$ cat src/rtl/seq_tx.sv
`default_nettype none
// ============================================================================
//  Module   : seq_tx
//  Purpose  : Serial pattern transmitter. Shifts a programmable bit pattern
//             out MSB-first, one bit per clock, repeating it a programmable
//             number of times with a programmable idle gap between frames.
//             out_bit is meant to drive a sequence detector's serial input.
//  Revision : 1.0  initial release
// ----------------------------------------------------------------------------
//  Ports
//    clk        in   system clock, rising edge
//    reset      in   synchronous, active-high reset
//    start      in   request to send; sampled only while idle
//    pattern    in   WIDTH   pattern bits, LSB-aligned, sent bit len-1 .. 0
//    len        in   $clog2(WIDTH)+1  pattern length; 0 or >WIDTH -> WIDTH
//    repeat_n   in   CNT_W   number of frames; 0 -> 1
//    gap        in   GAP_W   idle cycles between frames; 0 -> back-to-back
//    out_bit    out  serial data (registered)
//    valid      out  high while out_bit carries a pattern bit
//    busy       out  high while shifting or in an inter-frame gap
//    done       out  one-cycle pulse after the last bit of the last frame
//    frame_cnt  out  CNT_W   frames completed since the last accepted start
//    led        out  3       state display: IDLE 001 SHIFT 010 GAP 100 DONE 111
// ============================================================================
module seq_tx #(
  parameter int WIDTH = 8,   // maximum pattern length, must be >= 2
  parameter int CNT_W = 4,
  parameter int GAP_W = 3
) (
  input  logic                   clk,
  input  logic                   reset,
  input  logic                   start,
  input  logic [WIDTH-1:0]       pattern,
  input  logic [$clog2(WIDTH):0] len,
  input  logic [CNT_W-1:0]       repeat_n,
  input  logic [GAP_W-1:0]       gap,
  output logic                   out_bit,
  output logic                   valid,
  output logic                   busy,
  output logic                   done,
  output logic [CNT_W-1:0]       frame_cnt,
  output logic [2:0]             led
);

  localparam int LEN_W = $clog2(WIDTH) + 1;
  localparam int IDX_W = $clog2(WIDTH);

  localparam logic [LEN_W-1:0] LEN_ZERO  = '0;
  localparam logic [LEN_W-1:0] LEN_ONE   = LEN_W'(1);
  localparam logic [LEN_W-1:0] LEN_MAX   = LEN_W'(WIDTH);
  localparam logic [IDX_W-1:0] IDX_ZERO  = '0;
  localparam logic [IDX_W-1:0] IDX_ONE   = IDX_W'(1);
  localparam logic [IDX_W-1:0] IDX_TOP   = IDX_W'(WIDTH - 1);
  localparam logic [CNT_W-1:0] CNT_ZERO  = '0;
  localparam logic [CNT_W-1:0] CNT_ONE   = CNT_W'(1);
  localparam logic [CNT_W-1:0] CNT_MAX   = '1;
  localparam logic [GAP_W-1:0] GAP_ZERO  = '0;
  localparam logic [GAP_W-1:0] GAP_ONE   = GAP_W'(1);

  localparam logic [2:0] LED_IDLE  = 3'b001;
  localparam logic [2:0] LED_SHIFT = 3'b010;
  localparam logic [2:0] LED_GAP   = 3'b100;
  localparam logic [2:0] LED_DONE  = 3'b111;

  typedef enum logic [1:0] {
    S_IDLE  = 2'd0,
    S_SHIFT = 2'd1,
    S_GAP   = 2'd2,
    S_DONE  = 2'd3
  } state_t;

  state_t           state_q,     state_d;
  logic [WIDTH-1:0] pat_q,       pat_d;
  logic [IDX_W-1:0] last_idx_q,  last_idx_d;   // effective length minus one
  logic [CNT_W-1:0] rep_q,       rep_d;        // effective frame count (>=1)
  logic [GAP_W-1:0] gap_q,       gap_d;
  logic [IDX_W-1:0] bit_idx_q,   bit_idx_d;    // index of bit on out_bit now
  logic [GAP_W-1:0] gap_cnt_q,   gap_cnt_d;    // gap cycles left after this one
  logic [CNT_W-1:0] frame_cnt_q, frame_cnt_d;
  logic             out_bit_q,   out_bit_d;
  logic             valid_q,     valid_d;
  logic             busy_q,      busy_d;
  logic             done_q,      done_d;
  logic [2:0]       led_q,       led_d;

  // Effective parameters derived from the raw inputs at start time
  logic [LEN_W-1:0] len_dec;
  logic [IDX_W-1:0] len_eff_m1;
  logic [CNT_W-1:0] rep_eff;
  logic [IDX_W-1:0] bit_idx_dec;
  logic [CNT_W-1:0] frame_inc;
  logic             last_frame;

  always_comb begin
    len_dec     = len - LEN_ONE;
    len_eff_m1  = ((len == LEN_ZERO) || (len > LEN_MAX)) ? IDX_TOP
                                                         : len_dec[IDX_W-1:0];
    rep_eff     = (repeat_n == CNT_ZERO) ? CNT_ONE : repeat_n;
    bit_idx_dec = bit_idx_q - IDX_ONE;
    // Saturating increment; with rep_q <= CNT_MAX it never actually clips.
    frame_inc   = (frame_cnt_q == CNT_MAX) ? frame_cnt_q : frame_cnt_q + CNT_ONE;
    last_frame  = (frame_inc == rep_q);
  end

  always_comb begin
    state_d     = state_q;
    pat_d       = pat_q;
    last_idx_d  = last_idx_q;
    rep_d       = rep_q;
    gap_d       = gap_q;
    bit_idx_d   = bit_idx_q;
    gap_cnt_d   = gap_cnt_q;
    frame_cnt_d = frame_cnt_q;
    out_bit_d   = out_bit_q;
    valid_d     = valid_q;
    busy_d      = busy_q;
    done_d      = 1'b0;
    led_d       = led_q;

    case (state_q)
      S_IDLE: begin
        if (start) begin
          pat_d       = pattern;
          last_idx_d  = len_eff_m1;
          rep_d       = rep_eff;
          gap_d       = gap;
          bit_idx_d   = len_eff_m1;
          frame_cnt_d = CNT_ZERO;
          out_bit_d   = pattern[len_eff_m1];
          valid_d     = 1'b1;
          busy_d      = 1'b1;
          led_d       = LED_SHIFT;
          state_d     = S_SHIFT;
        end
      end

      S_SHIFT: begin
        if (bit_idx_q != IDX_ZERO) begin
          bit_idx_d = bit_idx_dec;
          out_bit_d = pat_q[bit_idx_dec];
        end else begin
          // Bit 0 has been on the line for a cycle: the frame is complete.
          frame_cnt_d = frame_inc;
          if (last_frame) begin
            out_bit_d = 1'b0;
            valid_d   = 1'b0;
            busy_d    = 1'b0;
            done_d    = 1'b1;
            led_d     = LED_DONE;
            state_d   = S_DONE;
          end else if (gap_q != GAP_ZERO) begin
            gap_cnt_d = gap_q - GAP_ONE;
            out_bit_d = 1'b0;
            valid_d   = 1'b0;
            led_d     = LED_GAP;
            state_d   = S_GAP;
          end else begin
            // Back-to-back: next frame's MSB follows with no bubble.
            bit_idx_d = last_idx_q;
            out_bit_d = pat_q[last_idx_q];
          end
        end
      end

      S_GAP: begin
        if (gap_cnt_q == GAP_ZERO) begin
          bit_idx_d = last_idx_q;
          out_bit_d = pat_q[last_idx_q];
          valid_d   = 1'b1;
          led_d     = LED_SHIFT;
          state_d   = S_SHIFT;
        end else begin
          gap_cnt_d = gap_cnt_q - GAP_ONE;
        end
      end

      S_DONE: begin
        led_d   = LED_IDLE;
        state_d = S_IDLE;
      end

      default: begin
        out_bit_d = 1'b0;
        valid_d   = 1'b0;
        busy_d    = 1'b0;
        led_d     = LED_IDLE;
        state_d   = S_IDLE;
      end
    endcase
  end

  always_ff @(posedge clk) begin
    if (reset) begin
      state_q     <= S_IDLE;
      pat_q       <= '0;
      last_idx_q  <= '0;
      rep_q       <= CNT_ONE;
      gap_q       <= '0;
      bit_idx_q   <= '0;
      gap_cnt_q   <= '0;
      frame_cnt_q <= '0;
      out_bit_q   <= 1'b0;
      valid_q     <= 1'b0;
      busy_q      <= 1'b0;
      done_q      <= 1'b0;
      led_q       <= LED_IDLE;
    end else begin
      state_q     <= state_d;
      pat_q       <= pat_d;
      last_idx_q  <= last_idx_d;
      rep_q       <= rep_d;
      gap_q       <= gap_d;
      bit_idx_q   <= bit_idx_d;
      gap_cnt_q   <= gap_cnt_d;
      frame_cnt_q <= frame_cnt_d;
      out_bit_q   <= out_bit_d;
      valid_q     <= valid_d;
      busy_q      <= busy_d;
      done_q      <= done_d;
      led_q       <= led_d;
    end
  end

  assign out_bit   = out_bit_q;
  assign valid     = valid_q;
  assign busy      = busy_q;
  assign done      = done_q;
  assign frame_cnt = frame_cnt_q;
  assign led       = led_q;

endmodule
`default_nettype wire

$ cat config.mk
export PLATFORM = sky130hd
export DESIGN_NAME = seq_tx
export DESIGN_NICKNAME = d
export VERILOG_FILES = /design/src/rtl/seq_tx.sv
export SDC_FILE = /design/constraint.sdc
export NUM_CORES = 1
export LEC_CHECK = 0
export ABC_AREA = 1
export CAP_MARGIN = 20
export CORE_ASPECT_RATIO = 1.2
export CORE_MARGIN = 2
export CORE_UTILIZATION = 25
export CTS_BUF_LIST = sky130_fd_sc_hd__clkbuf_16
export DETAILED_ROUTE_END_ITERATION = 7
export PLACE_DENSITY = 0.39
export SLEW_MARGIN = 25
export SYNTH_ARGS = -nofsm -noshare
export SYNTH_HDL_FRONTEND = slang
export SYNTH_SLANG_ARGS = --single-unit
$ cat constraint.sdc
create_clock -name clk -period 4.9 [get_ports clk]
set_clock_uncertainty 0.2 [all_clocks]
set_input_delay 0.49 -clock clk [delete_from_list [all_inputs] [get_ports clk]]
set_output_delay 0.49 -clock clk [all_outputs]
set_load 0.01 [all_outputs]
==> impl_metrics.yaml <==
timing:
  setup_tns_ns: 0
  hold_viol: 0
  setup_viol: 0
  fin_crit_sh_pct: 51.1
  min_period_ns: 2.50
  slew_violations: 0
  rsz0062_at_grt: "false"
  maxSlewHeadroom_pct: 49.0
  max_freq_mhz: 400
  whs_ns: 0.264
  tightestPinTransition_ns: 0.764
critical_path:
  critPathLaunchType: "input pin"
  end_kind: "register"
  r2r-end: "pat_q[6]"
  reg2reg_from: "state_q[0]"
  regToRegSetupSlack_ns: 2.56
  critPathKind: "in2reg"
  crit_fanout: 6
  worstPathArrival_ns: 2.51
  rr_worst_depth: 6
  worstPathRequired_ns: 4.91
cells_and_area:
  synthToLayoutAreaGrowth_pct: 26.6
  layout_commonest_cell: "nand2_1"
  drive_gt1_share_pct: 7.49
  finish.utilization_pct: 32.0
  nets: 404
  antenna_cells: 0
  final_cell_mix: "74 x nand2_1, 54 x inv_1, 35 x dfxtp_1, 34 x nor2_1, 33 x a21oi_1"
  fillCellCount: 1028
synth:
  synthCells: 344
  synth_flop_cell: "dfxtp_1"
  ys_seq_area_share_pct: 31.0
  synth_seq_cells: 35
  syn_nets: 375
  synthesis.area_um2: 2260
  ys_types: 33
  avgSynthCellArea_um2: 6.57
  ys_warn_count: 0
  synth_edf_count: 0
  async_flop_share_pct: 0
routing:
  vias: 2156
  drt_iter0_markers: 53
  wl_per_cell_um: 12.5
  firstDrtPassIters: 4
  routed_wl_um: 6180
  drc: 0
  met3_length_um: 136
  antenna_left: 0
  wl_met1_um: 2750
  wl_met2_um: 3240
  highest_layer: "met4"
  viasPerCell: 4.36
floorplan:
  initial_utilization_pct: 25.3
  fp.coreArea_um2: 8940
  rows: 38
  io_pins: 33
  fp.dieW_um: 90.8
  fp.dieH_um: 108
  dieArea_um2: 9820
placement:
  dp_hpwl_um: 4760
  gp_congestion: 0.773
  io_buffers: 32
worst_hold_path:
  min_from: "gap_cnt_q[0]"
  hold_class: "reg2reg"
  holdPathEnd: "gap_cnt_q[0]"
  min_path_cells: 2
global_route:
  grt_overflow: 0
  track_usage_pct: 13.2
  grt_max_degree: 26
  grt_pass1_wl_um: 10300
  grt_pass1_vias: 2135
  antenna_found_initial: 0
power_and_ir_drop:
  p_total_uw: 1610
  ir_drop_mv: 0.145
  p_leak_uw: 0.00127
  power_density_nw_per_um2: 561
run_status:
  outcome: "completed"
clock_network:
  numCtsBuffers: 5
  cts.sinks: 35
  clk_pin_slew_ns: 0.06
  clk_latency_ns: 0.28
  cts_resized: 0
  cts_htree_levels: 2
  cts_hold_buf: 0
  cts_tree: "built"
  cts-root-buf: "clkbuf_16"
  cts.path.max_buffers: 2
  cts_setup_buffers: 0
run:
  cap_violations: 0
-- metal layers --
layer,global-route usage [%],vias up
li1,-,1166
met1,15.2,960
met2,25.1,26
met3,1.74,4
met4,4.76,0
met5,0,-
-- how the worst max path moves through the flow --
stage,end,start,cells after the start
final,out_bit,len[0],14
after global routing,out_bit,len[0],14
after CTS,out_bit,len[0],14
after detailed placement,out_bit,len[0],14
after global placement,out_bit,len[0],14
after floorplan,bit_idx_q[0],state_q[0],10
-- per-stage QoR --
| stage | cells | instance area [um^2] | worst slack, ns |
|---|---|---|---|
| 6_report | 494 | 2860 | 2.40 |
| 5_1_grt | 494 | 2860 | 2.20 |
| 4_1_cts | 494 | 2860 | 2.35 |
| 3_5_place_dp | 486 | 2670 | 2.06 |
| 3_3_place_gp | 486 | 2670 | 2.08 |
| 2_1_floorplan | 344 | 2260 | 2.96 |
-- final cells by class --
type,instances,area (um^2),share of cell area [%]
Clock buffer,5,125,4.37
Clock inverter,3,63.8,2.23
Inverter,54,205,7.17
Multi-Input combinational cell,245,1300,45.3
Sequential cell,35,701,24.5
Tap cell,120,150,5.25
Timing Repair Buffer,32,320,11.2
-- cell usage after synthesis, drive strengths merged, types with 2 or more instances --
master | instances | area, um^2
or2 | 2 | 12.5
nand3b | 2 | 15.0
a31oi | 2 | 12.5
o211ai | 3 | 22.5
dfxtp | 35 | 701
ha | 9 | 113
inv | 54 | 205
nor3 | 2 | 15.0
buf | 2 | 18.8
a21oi | 33 | 165
nand4 | 6 | 52.6
nand3 | 28 | 175
clkbuf | 8 | 40.0
o21ai | 34 | 174
o22ai | 2 | 12.5
nor2 | 36 | 159
nand2 | 83 | 344
-- sequential cells by signal (all words and copies together) (netlist names), 2 cells and up --
register    cells
pat_q           8
frame_cnt       4
rep_q           4
bit_idx_q       3
gap_cnt_q       3
gap_q           3
last_idx_q      3
led             2
-- cell families (layout without fill, tap and decap cells) --
| logic type | count (synthesis) | count (layout) | share of synthesized area, % |
|---|---|---|---|
| AOI/OAI and AO/OA | 74 | 74 | 17.1 |
| xor gates and xnor gates | 2 | 2 | 0.775 |
| adders and majority gates | 9 | 9 | 4.98 |
| buffers and inverters | 64 | 94 | 11.7 |
| DFF | 35 | 35 | 31.0 |
| and+or+nand+nor | 160 | 160 | 34.5 |
-- worst max-delay path: stages --
cell             delay [ns]
clkdlybuf4s50_1        0.58
inv_1                  0.07
ha_1                   0.22
nand2_1                0.09
nand2_1                0.08
nand2_1                0.17
nand2_1                0.20
inv_1                  0.12
nand3_1                0.10
nand2_1                0.09
nand2_1                0.05
nand2_1                0.08
nor2_1                 0.05
a21oi_1                0.12
-- report_power, final --
group          switching (uW)  leakage, uW  internal [uW]
logic                     471     0.000881            290
registers                61.8     0.000289            371
clock network             123    0.0000952            290
(Power assumes the default switching activity.)
